## src/rtl/audio_fifo_pkg.sv

```systemverilog
// Shared constants and helpers for the multichannel audio sample FIFO.
package audio_fifo_pkg;

  // Channel slot indices within a packed frame (ch0 in the low bits).
  localparam int unsigned CH_LEFT  = 0;
  localparam int unsigned CH_RIGHT = 1;

  // Default almost-full margin below DEPTH and default almost-empty level.
  localparam int unsigned AF_MARGIN  = 2;
  localparam int unsigned AE_DEFAULT = 2;

  // Width of a fill-level counter able to hold 0..depth inclusive.
  function automatic int unsigned level_width(int unsigned depth);
    return $clog2(depth + 1);
  endfunction

endpackage

```

## src/rtl/fifo_ptr_ctrl.sv

```systemverilog
// Pointer, fill-level and flag control for the sample FIFO. Requests that
// would overflow or underflow are not accepted and leave state untouched.
module fifo_ptr_ctrl import audio_fifo_pkg::*; #(
  parameter int unsigned DEPTH    = 16,
  parameter int unsigned AF_LEVEL = DEPTH - AF_MARGIN,
  parameter int unsigned AE_LEVEL = AE_DEFAULT,
  localparam int unsigned PtrW    = $clog2(DEPTH),
  localparam int unsigned LvlW    = level_width(DEPTH)
) (
  input  logic            clk,
  input  logic            rst,
  input  logic            write_en,
  input  logic            read_en,
  output logic            wr_acc,
  output logic            rd_acc,
  output logic [PtrW-1:0] wr_ptr,
  output logic [PtrW-1:0] rd_ptr,
  output logic [LvlW-1:0] level,
  output logic            full,
  output logic            empty,
  output logic            almost_full,
  output logic            almost_empty
);

  localparam logic [LvlW-1:0] LvlFull = LvlW'(DEPTH);
  localparam logic [LvlW-1:0] LvlAf   = LvlW'(AF_LEVEL);
  localparam logic [LvlW-1:0] LvlAe   = LvlW'(AE_LEVEL);

  logic [PtrW-1:0] wr_ptr_q, wr_ptr_d;
  logic [PtrW-1:0] rd_ptr_q, rd_ptr_d;
  logic [LvlW-1:0] level_q, level_d;

  // Flags decode straight from the registered level.
  always_comb begin
    full         = (level_q == LvlFull);
    empty        = (level_q == '0);
    almost_full  = (level_q >= LvlAf);
    almost_empty = (level_q <= LvlAe);
    wr_acc       = write_en & ~full;
    rd_acc       = read_en & ~empty;
  end

  // Next-state: pointers wrap naturally, level tracks net accepted traffic.
  always_comb begin
    wr_ptr_d = wr_ptr_q;
    rd_ptr_d = rd_ptr_q;
    level_d  = level_q;
    if (wr_acc) wr_ptr_d = wr_ptr_q + PtrW'(1);
    if (rd_acc) rd_ptr_d = rd_ptr_q + PtrW'(1);
    unique case ({wr_acc, rd_acc})
      2'b10:   level_d = level_q + LvlW'(1);
      2'b01:   level_d = level_q - LvlW'(1);
      default: level_d = level_q;
    endcase
  end

  // State registers.
  always_ff @(posedge clk or negedge rst) begin
    if (!rst) begin
      wr_ptr_q <= '0;
      rd_ptr_q <= '0;
      level_q  <= '0;
    end else begin
      wr_ptr_q <= wr_ptr_d;
      rd_ptr_q <= rd_ptr_d;
      level_q  <= level_d;
    end
  end

  assign wr_ptr = wr_ptr_q;
  assign rd_ptr = rd_ptr_q;
  assign level  = level_q;

endmodule

```

## src/rtl/multich_sample_fifo.sv

```systemverilog
// Multichannel audio sample FIFO: one NUM_CH-channel frame per entry.
// FWFT selects registered-read (0) or first-word-fall-through (1) output.
// Optional sticky overflow/underflow flags: define MCFIFO_ERR_FLAGS_EN.
module multich_sample_fifo import audio_fifo_pkg::*; #(
  parameter int unsigned WORDSIZE = 32,
  parameter int unsigned NUM_CH   = 2,
  parameter int unsigned DEPTH    = 16,
  parameter int unsigned FWFT     = 0,
  parameter int unsigned AF_LEVEL = DEPTH - AF_MARGIN,
  parameter int unsigned AE_LEVEL = AE_DEFAULT
) (
  input  logic                             clk,
  input  logic                             rst,
  input  logic                             write_en,
  input  logic                             read_en,
  input  logic [NUM_CH*WORDSIZE-1:0]       data_in,
`ifdef MCFIFO_ERR_FLAGS_EN
  input  logic                             err_clr,
  output logic                             overflow,
  output logic                             underflow,
`endif
  output logic [NUM_CH*WORDSIZE-1:0]       data_out,
  output logic                             out_valid,
  output logic                             full,
  output logic                             empty,
  output logic                             almost_full,
  output logic                             almost_empty,
  output logic [level_width(DEPTH)-1:0]    level
);

  localparam int unsigned FrameW = NUM_CH * WORDSIZE;
  localparam int unsigned PtrW   = $clog2(DEPTH);

  logic              wr_acc, rd_acc;
  logic [PtrW-1:0]   wr_ptr, rd_ptr;
  logic [FrameW-1:0] mem_q [DEPTH];

  fifo_ptr_ctrl #(
    .DEPTH    (DEPTH),
    .AF_LEVEL (AF_LEVEL),
    .AE_LEVEL (AE_LEVEL)
  ) u_ptr_ctrl (
    .clk          (clk),
    .rst          (rst),
    .write_en     (write_en),
    .read_en      (read_en),
    .wr_acc       (wr_acc),
    .rd_acc       (rd_acc),
    .wr_ptr       (wr_ptr),
    .rd_ptr       (rd_ptr),
    .level        (level),
    .full         (full),
    .empty        (empty),
    .almost_full  (almost_full),
    .almost_empty (almost_empty)
  );

  // Frame storage; whole frames are written at once so channels stay aligned.
  always_ff @(posedge clk) begin
    if (wr_acc) mem_q[wr_ptr] <= data_in;
  end

  if (FWFT == 0) begin : g_reg_read
    logic [FrameW-1:0] data_out_q;
    logic              out_valid_q;

    // Registered read: data appears one cycle after an accepted read.
    always_ff @(posedge clk or negedge rst) begin
      if (!rst) begin
        data_out_q  <= '0;
        out_valid_q <= 1'b0;
      end else begin
        out_valid_q <= rd_acc;
        if (rd_acc) data_out_q <= mem_q[rd_ptr];
      end
    end

    assign data_out  = data_out_q;
    assign out_valid = out_valid_q;
  end else begin : g_fwft
    // Head frame is always presented; read_en only pops it.
    assign data_out  = mem_q[rd_ptr];
    assign out_valid = ~empty;
  end

`ifdef MCFIFO_ERR_FLAGS_EN
  logic overflow_q, overflow_d;
  logic underflow_q, underflow_d;

  // Sticky error flags; a new event in the clear cycle keeps the flag set.
  always_comb begin
    overflow_d  = (overflow_q & ~err_clr) | (write_en & full);
    underflow_d = (underflow_q & ~err_clr) | (read_en & empty);
  end

  // Error flag registers.
  always_ff @(posedge clk or negedge rst) begin
    if (!rst) begin
      overflow_q  <= 1'b0;
      underflow_q <= 1'b0;
    end else begin
      overflow_q  <= overflow_d;
      underflow_q <= underflow_d;
    end
  end

  assign overflow  = overflow_q;
  assign underflow = underflow_q;
`endif

endmodule

```

## config.mk

```make
export PLATFORM = sky130hd
export DESIGN_NAME = multich_sample_fifo
export DESIGN_NICKNAME = d
export VERILOG_FILES = /design/src/rtl/audio_fifo_pkg.sv /design/src/rtl/fifo_ptr_ctrl.sv /design/src/rtl/multich_sample_fifo.sv
export SDC_FILE = /design/constraint.sdc
export NUM_CORES = 1
export LEC_CHECK = 0
export BUFFER_PORTS_ARGS = -buffer_cell sky130_fd_sc_hd__buf_2
export CAP_MARGIN = 30
export CORE_ASPECT_RATIO = 1.25
export CORE_MARGIN = 2
export CORE_UTILIZATION = 65
export DETAILED_ROUTE_END_ITERATION = 16
export PLACE_DENSITY = 0.81
export SYNTH_ARGS = -nofsm -noshare
export SYNTH_HDL_FRONTEND = slang
export SYNTH_HIERARCHICAL = 1
export SYNTH_SLANG_ARGS = --single-unit
```

## constraint.sdc

```tcl
create_clock -name clk -period 11.4 [get_ports clk]
set_input_delay 2.28 -clock clk [delete_from_list [all_inputs] [get_ports clk]]
set_output_delay 2.28 -clock clk [all_outputs]
set_load 0.02 [all_outputs]
```

Word level (Yosys, flattened, before mapping):

Memory sizes are Yosys's and may differ from the RTL's. A register that Yosys moved wholly into a read port is not among the register bits.
Index checks and enable logic that the tools add are counted.

* register bits: 14
* memory bits (writable): 1024
* output and inout port bits: 74
* logic and storage cells: 24
* memories: 1

* add/subtract/negate cells: 4
* $lt $le $gt $ge: 2
* eq/ne operators: 3
* multiplexer cells: 3
* bitwise gates (word level): 4
* reduce and logical (&&, ||, !) cells: 3

Memory list
* mem_q: depth 16, bits a word 64, read ports 1, clocked after memory_dff 1, wr ports 1, line multich_sample_fifo.sv:36 `logic [FrameW-1:0] mem_q [DEPTH];`

Operators by type and width (number)
* one-hot mux 5 bit (2 select lines): 1
* adder 4 x 1 -> 4 bit (second input constant): 2
* adder 5 x 1 -> 5 bit (second input constant): 1
* equality test 5 bit (second input constant): 1
* >= comparator 5 x 4 -> 1 bit (second input constant): 1
* less-or-equal comparator 5 x 2 -> 1 bit (second input constant): 1
* zero test 5 bit: 1
* subtractor 5 x 1 -> 5 bit (second input constant): 1
* AND 1 bit: 2
* equality test 2 x 1 -> 1 bit (second input constant): 1
* equality test 2 bit (second input constant): 1
* two-way mux 1 bit: 2
* inverter 1 bit: 2
* nonzero test 2 bit: 1
* zero test 1 bit: 1

Logic depth before layout (Yosys ltp):

Gate-level depths: netlist of the first run.

* word-level depth: 5
* mapped depth: 8

Cells and area by module:

Netlist of the first run, hierarchy kept.

Modules (own cells, without submodules)
* multich_sample_fifo: instances 1, cells an instance 1727, area each 41086.9 µm², seq. area each 32376.1 µm²
* fifo_ptr_ctrl: instances 1, cells an instance 73, area each 810.8 µm², seq. area each 325.3 µm²

Least setup slack after synthesis of the first run:

OpenSTA, ideal clock, no wires.

* kind: input to register
* from: in write_en
* to: mem mem_q[0][0] (netlist bit) (enable)
* arrival: 7.533 ns
* required time: 10.835 ns
* path slack: 3.302 ns
* stages: 3
* path buffers: 0
* cells stage by stage: a21boi_1 -> or3b_2 -> nor3_1

* cells in the longest elaborated chain, start to end: 3

Ends and longest elaborated chain
* from (decl): line multich_sample_fifo.sv:14 `input logic write_en,`
* AND 1 bit: line fifo_ptr_ctrl.sv:39 `wr_acc = write_en & ~full;`
* two-way mux 1 bit: line multich_sample_fifo.sv:60 `if (wr_acc) mem_q[wr_ptr] <= data_in;`
* two-way mux 1 bit (not written as such): line multich_sample_fifo.sv:60
* to (decl): line multich_sample_fifo.sv:36

Every way passes these cells.

Worst setup path after layout of the first run:

* from: in write_en
* to: mem mem_q[7][27] (netlist bit) (enable)

* cells in the longest elaborated chain, start to end: 3

Ends and longest elaborated chain
* AND 1 bit: line fifo_ptr_ctrl.sv:39
* net wr_acc: line multich_sample_fifo.sv:34 `logic wr_acc, rd_acc;`
* two-way mux 1 bit: line multich_sample_fifo.sv:60
* two-way mux 1 bit (not written as such): line multich_sample_fifo.sv:60

The timed path passes the listed nets, and every way through them passes these cells.

==> results of run 1 <==
[state kept, by name, indices dropped and copies added (netlist names)]
register and flops:
data_out 64, mem_q 1024, out_valid 1, u_ptr_ctrl/level 5, u_ptr_ctrl/rd_ptr 4, u_ptr_ctrl/wr_ptr 4
[report_power, final]
part	switching, mW	internal (mW)	leakage, nW
Sequential	0.352	4.98	10.1
Clock	1.47	2.01	1.67
Combinational	1.92	1.43	3.42
Total	3.74	8.42	15.2
[kinds of logic (layout without fill, tap and decap cells)]
| family | count (synthesis) | in the layout |
|---|---|---|
| adder cells (fa/ha/maj) | 7 | 7 |
| flip-flops | 1102 | 1102 |
| other | 0 | 4 |
| multiplexers | 324 | 324 |
| XOR/XNOR | 8 | 8 |
| buffers and inverters | 106 | 370 |
| AND/OR/NAND/NOR | 108 | 108 |
| AO/OA/AOI/OAI | 145 | 145 |
[stage by stage]
| step | hold WS [ns] | setup WS (ns) | area [um^2] | util (%) |
|---|---|---|---|---|
| 3_3_place_gp | 0.537 | 5.93 | 43200 | 67.4 |
| 6_report | 0.567 | 6.47 | 46900 | 73.1 |
| 4_1_cts | 0.562 | 6.55 | 46800 | 73.0 |
| 3_5_place_dp | 0.545 | 5.99 | 43400 | 67.7 |
| 2_1_floorplan | 0.460 | 3.30 | 41900 | - |
| 5_1_grt | 0.592 | 6.40 | 46900 | 73.1 |
[worst min-delay path by stage]
stage / slack (ns) / cells past startpoint / end
final: 0.57 / 2 / data_out[35]$_DFFE_PN0P_
after detailed placement: 0.55 / 2 / data_out[35]$_DFFE_PN0P_
after CTS: 0.56 / 2 / data_out[35]$_DFFE_PN0P_
after global placement: 0.54 / 2 / data_out[38]$_DFFE_PN0P_
after floorplan: 0.46 / 1 / u_ptr_ctrl/rd_ptr[2]$_DFFE_PN0P_
after global routing: 0.59 / 2 / data_out[35]$_DFFE_PN0P_
[Yosys cell counts, types with 6 or more instances]
library cell | instances | area, um^2
edfxtp_1 | 1024 | 30700
a221oi_1 | 37 | 324
buf_8 | 10 | 150
o22ai_1 | 64 | 400
clkbuf_1 | 26 | 97.6
mux2i_1 | 64 | 641
a21oi_1 | 6 | 30.0
dfrtp_1 | 78 | 1950
buf_2 | 19 | 95.1
buf_6 | 33 | 372
ha_1 | 6 | 75.1
mux4_2 | 254 | 5720
nor2_1 | 77 | 289
buf_1 | 7 | 26.3
a221oi_2 | 27 | 405
[cell usage in the layout (no fill, tap or decap), drive strengths merged, types with 5 or more instances in the layout]
cell and instances:
a21oi 6, a221oi 64, ha 6, nor2 77, xnor2 5, clkbuf 126, edfxtp 1024, bufinv 15
o22ai 64, buf 184, dfrtp 78, nor3b 5, mux4 256, mux2i 64, clkinv 40
[critical path: stages]
cell	delay, ns
buf_2	0.11
a21boi_1	0.65
nand3b_1	0.50
nor2_4	0.69
buf_4	0.91
[area by class of cell]
cell class	instances	area, um^2
clock inverter	56	688
multi-input combinational	592	8500
antenna	4	10.0
fill	3262	17300
inverter	4	20.0
sequential	1102	32700
timing repair buffer	184	1210
tap	848	1060
clock buffer	126	2690
[metal layers]
| layer | vias up | track usage (%) | share of wire (%) |
|---|---|---|---|
| li1 | 8052 | - | - |
| met1 | 10700 | 38.6 | 34 |
| met2 | 1489 | 51.8 | 53 |
| met3 | 270 | 5.24 | 9.5 |
| met4 | 8 | 13.6 | 4.1 |
| met5 | - | 0 | 0.056 |
==> impl_metrics.env, run 1 <==
export IMPL_status="complete, no violations"
export IMPL_first_global_vias=21700
export IMPL_peakVddDrop_mv=0.176
export IMPL_path_max_fanout=48
export IMPL_maxCapViolCount=0
export IMPL_worst_pin_slew_ns=1.06
export IMPL_drc=0
export IMPL_total_power_mw=12.2
export IMPL_synthAdderAreaFrac_pct=0.227
export IMPL_place_congestion=0.789
export IMPL_grt_start_max_net_pins=70
export IMPL_areaGrowthSynthToFinish_pct=11.9
export IMPL_grt_first_pass_wirelength_um=144000
export IMPL_reg2reg_depth=6
export IMPL_clock_sinks=1102
export IMPL_ys_flop_type="edfxtp_1"
export IMPL_via_per_inst=7.04
export IMPL_avgSynthCellArea_um2=23.3
export IMPL_die_w_um=231
export IMPL_final_setup_viol_count=0
export IMPL_cts_hold_buffers_added=0
export IMPL_first_pass_iters=6
export IMPL_pin_count=142
export IMPL_hpwl_um=47400
export IMPL_placedCellCount=2727
export IMPL_cts_tree="done"
export IMPL_leakage_nw=15.2
export IMPL_slew_headroom_pct=29.1
export IMPL_r2r_end="data_out[11]$_DFFE_PN0P_"
export IMPL_clk_pin_slew_worst_paths_ns=0.06
export IMPL_synth_area_um2=41900
export IMPL_cts_path_max_buffers=3
export IMPL_grt_antenna_before_repair=7
export IMPL_fin_tns_setup_ns=0
export IMPL_r2r_start="u_ptr_ctrl/rd_ptr[1]$_DFFE_PN0P_"
export IMPL_synth_edff_count=1024
export IMPL_wl_um=100000
export IMPL_drt_iter0_drc=2962
export IMPL_min_from="data_out[35]$_DFFE_PN0P_"
export IMPL_crit_arrival_ns=5.20
export IMPL_root_buffer="clkbuf_16"
export IMPL_clk_insertion_delay_late_ns=0.66
export IMPL_crit_start="write_en"
export IMPL_die_area_um2=66500
export IMPL_min_path_type="register to register"
export IMPL_powerDensity_nw_per_um2=259
export IMPL_synth_compound_area_share_pct=3.00
export IMPL_drive_gt1_share_pct=31.5
export IMPL_fmaxAchievable_ghz=0.203
export IMPL_timing_final_crit_share_pct=43.3
export IMPL_routedWlPerCell_um=34.5
export IMPL_fp_dieH_um=288
export IMPL_hold_violations=0
export IMPL_fin_crit_ns=4.93
export IMPL_vias=20500
export IMPL_rsz0062_at_grt="no"
export IMPL_required_ns=11.66
export IMPL_final_setup_skew_ns=0.0253
export IMPL_synth_xor_area_share_pct=0.167
export IMPL_path_class="input port to register"
export IMPL_yosysSeqAreaShare_pct=78.1
export IMPL_placementRows=104
export IMPL_fin_nets=2057
export IMPL_synth_simple_area_share_pct=1.18
export IMPL_syn_nets=1875
export IMPL_cts_resized=0
export IMPL_overflow=0
export IMPL_synth_top_family_by_area="multiplexers"
export IMPL_port_buffers=141
export IMPL_synth_cell_types=50
export IMPL_synth_cells=1800
export IMPL_async_flop_share_pct=7.08
export IMPL_start_kind="input port"
export IMPL_fin_cells=2916
export IMPL_core_area_um2=64200
export IMPL_track_usage_pct=30.3
export IMPL_antenna_left=0
export IMPL_cts_setup_buffers=0
export IMPL_synth_mux_area_share_pct=15.4
export IMPL_ctsHtreeMaxLevel=3
export IMPL_endpoint="mem_q[7][27]$_DFFE_PP_"
export IMPL_rrSetupSlack_ns=7.41
export IMPL_synth_warnings=6
export IMPL_slew_viol_final=0
export IMPL_ys_ff_latch=1102
export IMPL_cp_end_kind="register"
export IMPL_cts_buffers=98
export IMPL_initial_core_util_pct=65.3
Note: power is estimated with default switching activity, not from simulation.
==> inputs of run 2 (changes only) <==
--- a/config.mk
+++ b/config.mk
@@ -9,9 +9,9 @@
 export CAP_MARGIN = 30
 export CORE_ASPECT_RATIO = 1.25
 export CORE_MARGIN = 2
-export CORE_UTILIZATION = 65
+export CORE_UTILIZATION = 61
 export DETAILED_ROUTE_END_ITERATION = 16
-export PLACE_DENSITY = 0.81
+export PLACE_DENSITY = 0.77
 export SYNTH_ARGS = -nofsm -noshare
 export SYNTH_HDL_FRONTEND = slang
 export SYNTH_HIERARCHICAL = 1
==> constraint.sdc (replaced) <==
create_clock -name clk -period 4.8 [get_ports clk]
set_input_delay 0.96 -clock clk [delete_from_list [all_inputs] [get_ports clk]]
set_output_delay 0.96 -clock clk [all_outputs]
set_load 0.02 [all_outputs]
==> run 2 against run 1 <==
  * Register-to-register slack worse by 6.0 ns
  * Clock power grew 130%
  * Worst setup slack worse by 5.1 ns
  * Final cell count increased by 0.69%
  * Via count is 4.3% lower
  * Critical path depth rose by 3
  * Flip-flop and latch count stayed put
  * Largest power group unchanged
  * Power grew 130%
  * Worst hold slack got worse by 0.16 ns
  * First-iteration DRC count is 24% lower
==> impl_metrics.env, run 2 (synthesized netlist as in run 1, its figures left out) <==
export IMPL_r2r_start="u_ptr_ctrl/level[0]$_DFFE_PN0P_"
export IMPL_grt_antenna_before_repair=3
export IMPL_worst_pin_slew_ns=0.999
export IMPL_clkPwrFrac_pct=27.7
export IMPL_fin_crit_ns=3.40
export IMPL_die_w_um=238
export IMPL_clk_pin_slew_worst_paths_ns=0.07
export IMPL_grt_use_met1_pct=34.4
export IMPL_r2r_end="u_ptr_ctrl/level[4]$_DFFE_PN0P_"
export IMPL_cp_num_buf_inv=1
export IMPL_hold_worst_slack_ns=0.409
export IMPL_mostFrequentLayoutCell="edfxtp_1"
export IMPL_areaGrowthSynthToFinish_pct=12.0
export IMPL_crit_arrival_ns=3.92
export IMPL_final_setup_skew_ns=0.0305
export IMPL_grt_util_met2_pct=45.7
export IMPL_die_area_um2=70800
export IMPL_ctsHtreeMaxLevel=3
export IMPL_first_global_vias=21200
export IMPL_first_pass_iters=5
export IMPL_status="complete, no violations"
export IMPL_wl_um=91100
export IMPL_crit_start="u_ptr_ctrl/level[0]$_DFFE_PN0P_"
export IMPL_fin_nets=2056
export IMPL_slew_headroom_pct=33.2
export IMPL_cts_resized=0
export IMPL_nFillCells=3959
export IMPL_start_kind="register"
export IMPL_fmaxAchievable_ghz=0.294
export IMPL_placementRows=107
export IMPL_overflow=0
export IMPL_fin_tns_setup_ns=0
export IMPL_final_setup_viol_count=0
export IMPL_cts_path_max_buffers=3
export IMPL_drive_gt1_share_pct=31.3
export IMPL_rrSetupSlack_ns=1.40
export IMPL_via_per_inst=6.70
export IMPL_path_max_fanout=74
export IMPL_leakage_nw=15.2
export IMPL_cts_tree="done"
export IMPL_cp_common_cell="ha_1"
export IMPL_regMostFlops="mem_q"
export IMPL_cts_hold_buffers_added=0
export IMPL_clock_sinks=1102
export IMPL_track_usage_pct=26.4
export IMPL_initial_core_util_pct=61.6
export IMPL_layout_common_cells="edfxtp_1, mux4_2, buf_2, clkbuf_16, dfrtp_1"
export IMPL_clk_insertion_delay_late_ns=0.66
export IMPL_place_congestion=0.802
export IMPL_root_buffer="clkbuf_16"
export IMPL_required_ns=5.32
export IMPL_vias=19700
export IMPL_core_area_um2=68000
export IMPL_peakVddDrop_mv=0.359
export IMPL_path_class="register to register"
export IMPL_combPwrFrac_pct=27.7
export IMPL_largest_reg_flops=1024
export IMPL_cp_end_kind="register"
export IMPL_slew_viol_final=0
export IMPL_drt_iter0_drc=2261
export IMPL_port_buffers=141
export IMPL_cts_setup_buffers=0
export IMPL_hpwl_um=47700
export IMPL_grt_use_met3_pct=3.91
export IMPL_fp_dieH_um=297
export IMPL_timing_final_crit_share_pct=70.9
export IMPL_maxCapViolCount=0
export IMPL_reg2reg_depth=8
export IMPL_busiest_layer="met2"
export IMPL_grt_first_pass_wirelength_um=136000
export IMPL_path_cells="or4_4, o21ai_4, inv_6, ha_1, ha_1, or4b_1, o311ai_0, o211ai_1"
export IMPL_slowest_stage="or4_4"
export IMPL_powerDensity_nw_per_um2=602
export IMPL_antenna_left=0
export IMPL_switching_power_mw=8.55
export IMPL_total_power_mw=28.3
export IMPL_rsz0062_at_grt="no"
export IMPL_sw_frac_of_total_pct=30.2
export IMPL_grt_start_max_net_pins=77
export IMPL_worst_path_largest_cell_delay_ns=0.62
export IMPL_min_path_type="input port to async pin"
export IMPL_p_seq_share_pct=44.5
export IMPL_routedWlPerCell_um=31.0
export IMPL_path_depth=8
export IMPL_pin_count=142
export IMPL_endpoint="u_ptr_ctrl/level[4]$_DFFE_PN0P_"
export IMPL_drc=0
export IMPL_cts_buffers=96
export IMPL_hold_violations=0
export IMPL_cp_top_family="simple AND/OR/NAND/NOR gates"
export IMPL_p_int_mw=19.7
## run 2: changes by cell type in the layout (fill, tap and decap cells not counted), moves of 2 or more
cell        before  now
buf_16           7    2
buf_4           34   19
nor3_4           0    4
bufinv_16       15   10
clkbuf_1        16   24
clkinv_8         3    0
clkinv_1        12    7
nor3_2           4    0
clkinvlp_4       1    4
diode_2          4    2
clkbuf_8        11    9
buf_12           3   24
## run 2: worst min-delay path by stage
| stage | startpoint | endpoint | slack [ns] | depth (start not counted) |
|---|---|---|---|---|
| 6_report | rst | data_out[1]$_DFFE_PN0P_ | 0.41 | 1 |
| 5_1_grt | rst | data_out[60]$_DFFE_PN0P_ | 0.46 | 1 |
| 3_3_place_gp | data_out[35]$_DFFE_PN0P_ | data_out[35]$_DFFE_PN0P_ | 0.54 | 2 |
| 4_1_cts | rst | data_out[2]$_DFFE_PN0P_ | 0.41 | 1 |
| 2_1_floorplan | u_ptr_ctrl/rd_ptr[2]$_DFFE_PN0P_ | u_ptr_ctrl/rd_ptr[2]$_DFFE_PN0P_ | 0.46 | 1 |
| 3_5_place_dp | data_out[38]$_DFFE_PN0P_ | data_out[38]$_DFFE_PN0P_ | 0.54 | 2 |
## run 2: cell type report
type	instances	area, um^2	area share (%)
sequential	1102	32700	69.7
multi-input combinational	592	8520	18.2
clock buffer	132	2690	5.73
timing repair buffer	185	1380	2.94
tap	872	1090	2.32
clock inverter	47	513	1.09
inverter	4	20.0	0.0427
antenna	2	5.00	0.0107
## run 2: worst register-to-register path: stages (launching register included)
cell      delay, ns
dfrtp_1        0.49
or4_4          0.63
o21ai_4        0.24
inv_6          0.26
ha_1           0.44
ha_1           0.41
or4b_1         0.54
o311ai_0       0.14
o211ai_1       0.13
## run 2: per-layer routing
layer	wire length [um]	part of all wire [%]
met2	48700	53
met5	11	0.012
met3	6200	6.8
met1	33400	37
met4	2790	3.1
## run 2: stage by stage
step | setup slack, ns | utilization [%] | area [um^2] | cells
after floorplan | -0.264 | - | 41900 | 1800
after global placement | 1.08 | 64.2 | 43700 | 2753
after detailed placement | 1.06 | 64.3 | 43700 | 2754
after CTS | 1.46 | 69.0 | 46900 | 2933
after global routing | 1.32 | 69.0 | 46900 | 2936
final | 1.40 | 69.0 | 46900 | 2936
## run 2: power groups by stage
stage / sequential [mW] / clock (mW) / combinational, mW
4_1_cts: 12.6 / 7.93 / 7.90
3_3_place_gp: 12.7 / 0 / 7.58
2_1_floorplan: 12.8 / 0 / 5.63
5_1_grt: 12.7 / 8.25 / 8.30
6_report: 12.6 / 7.84 / 7.85
3_5_place_dp: 12.7 / 0 / 7.76
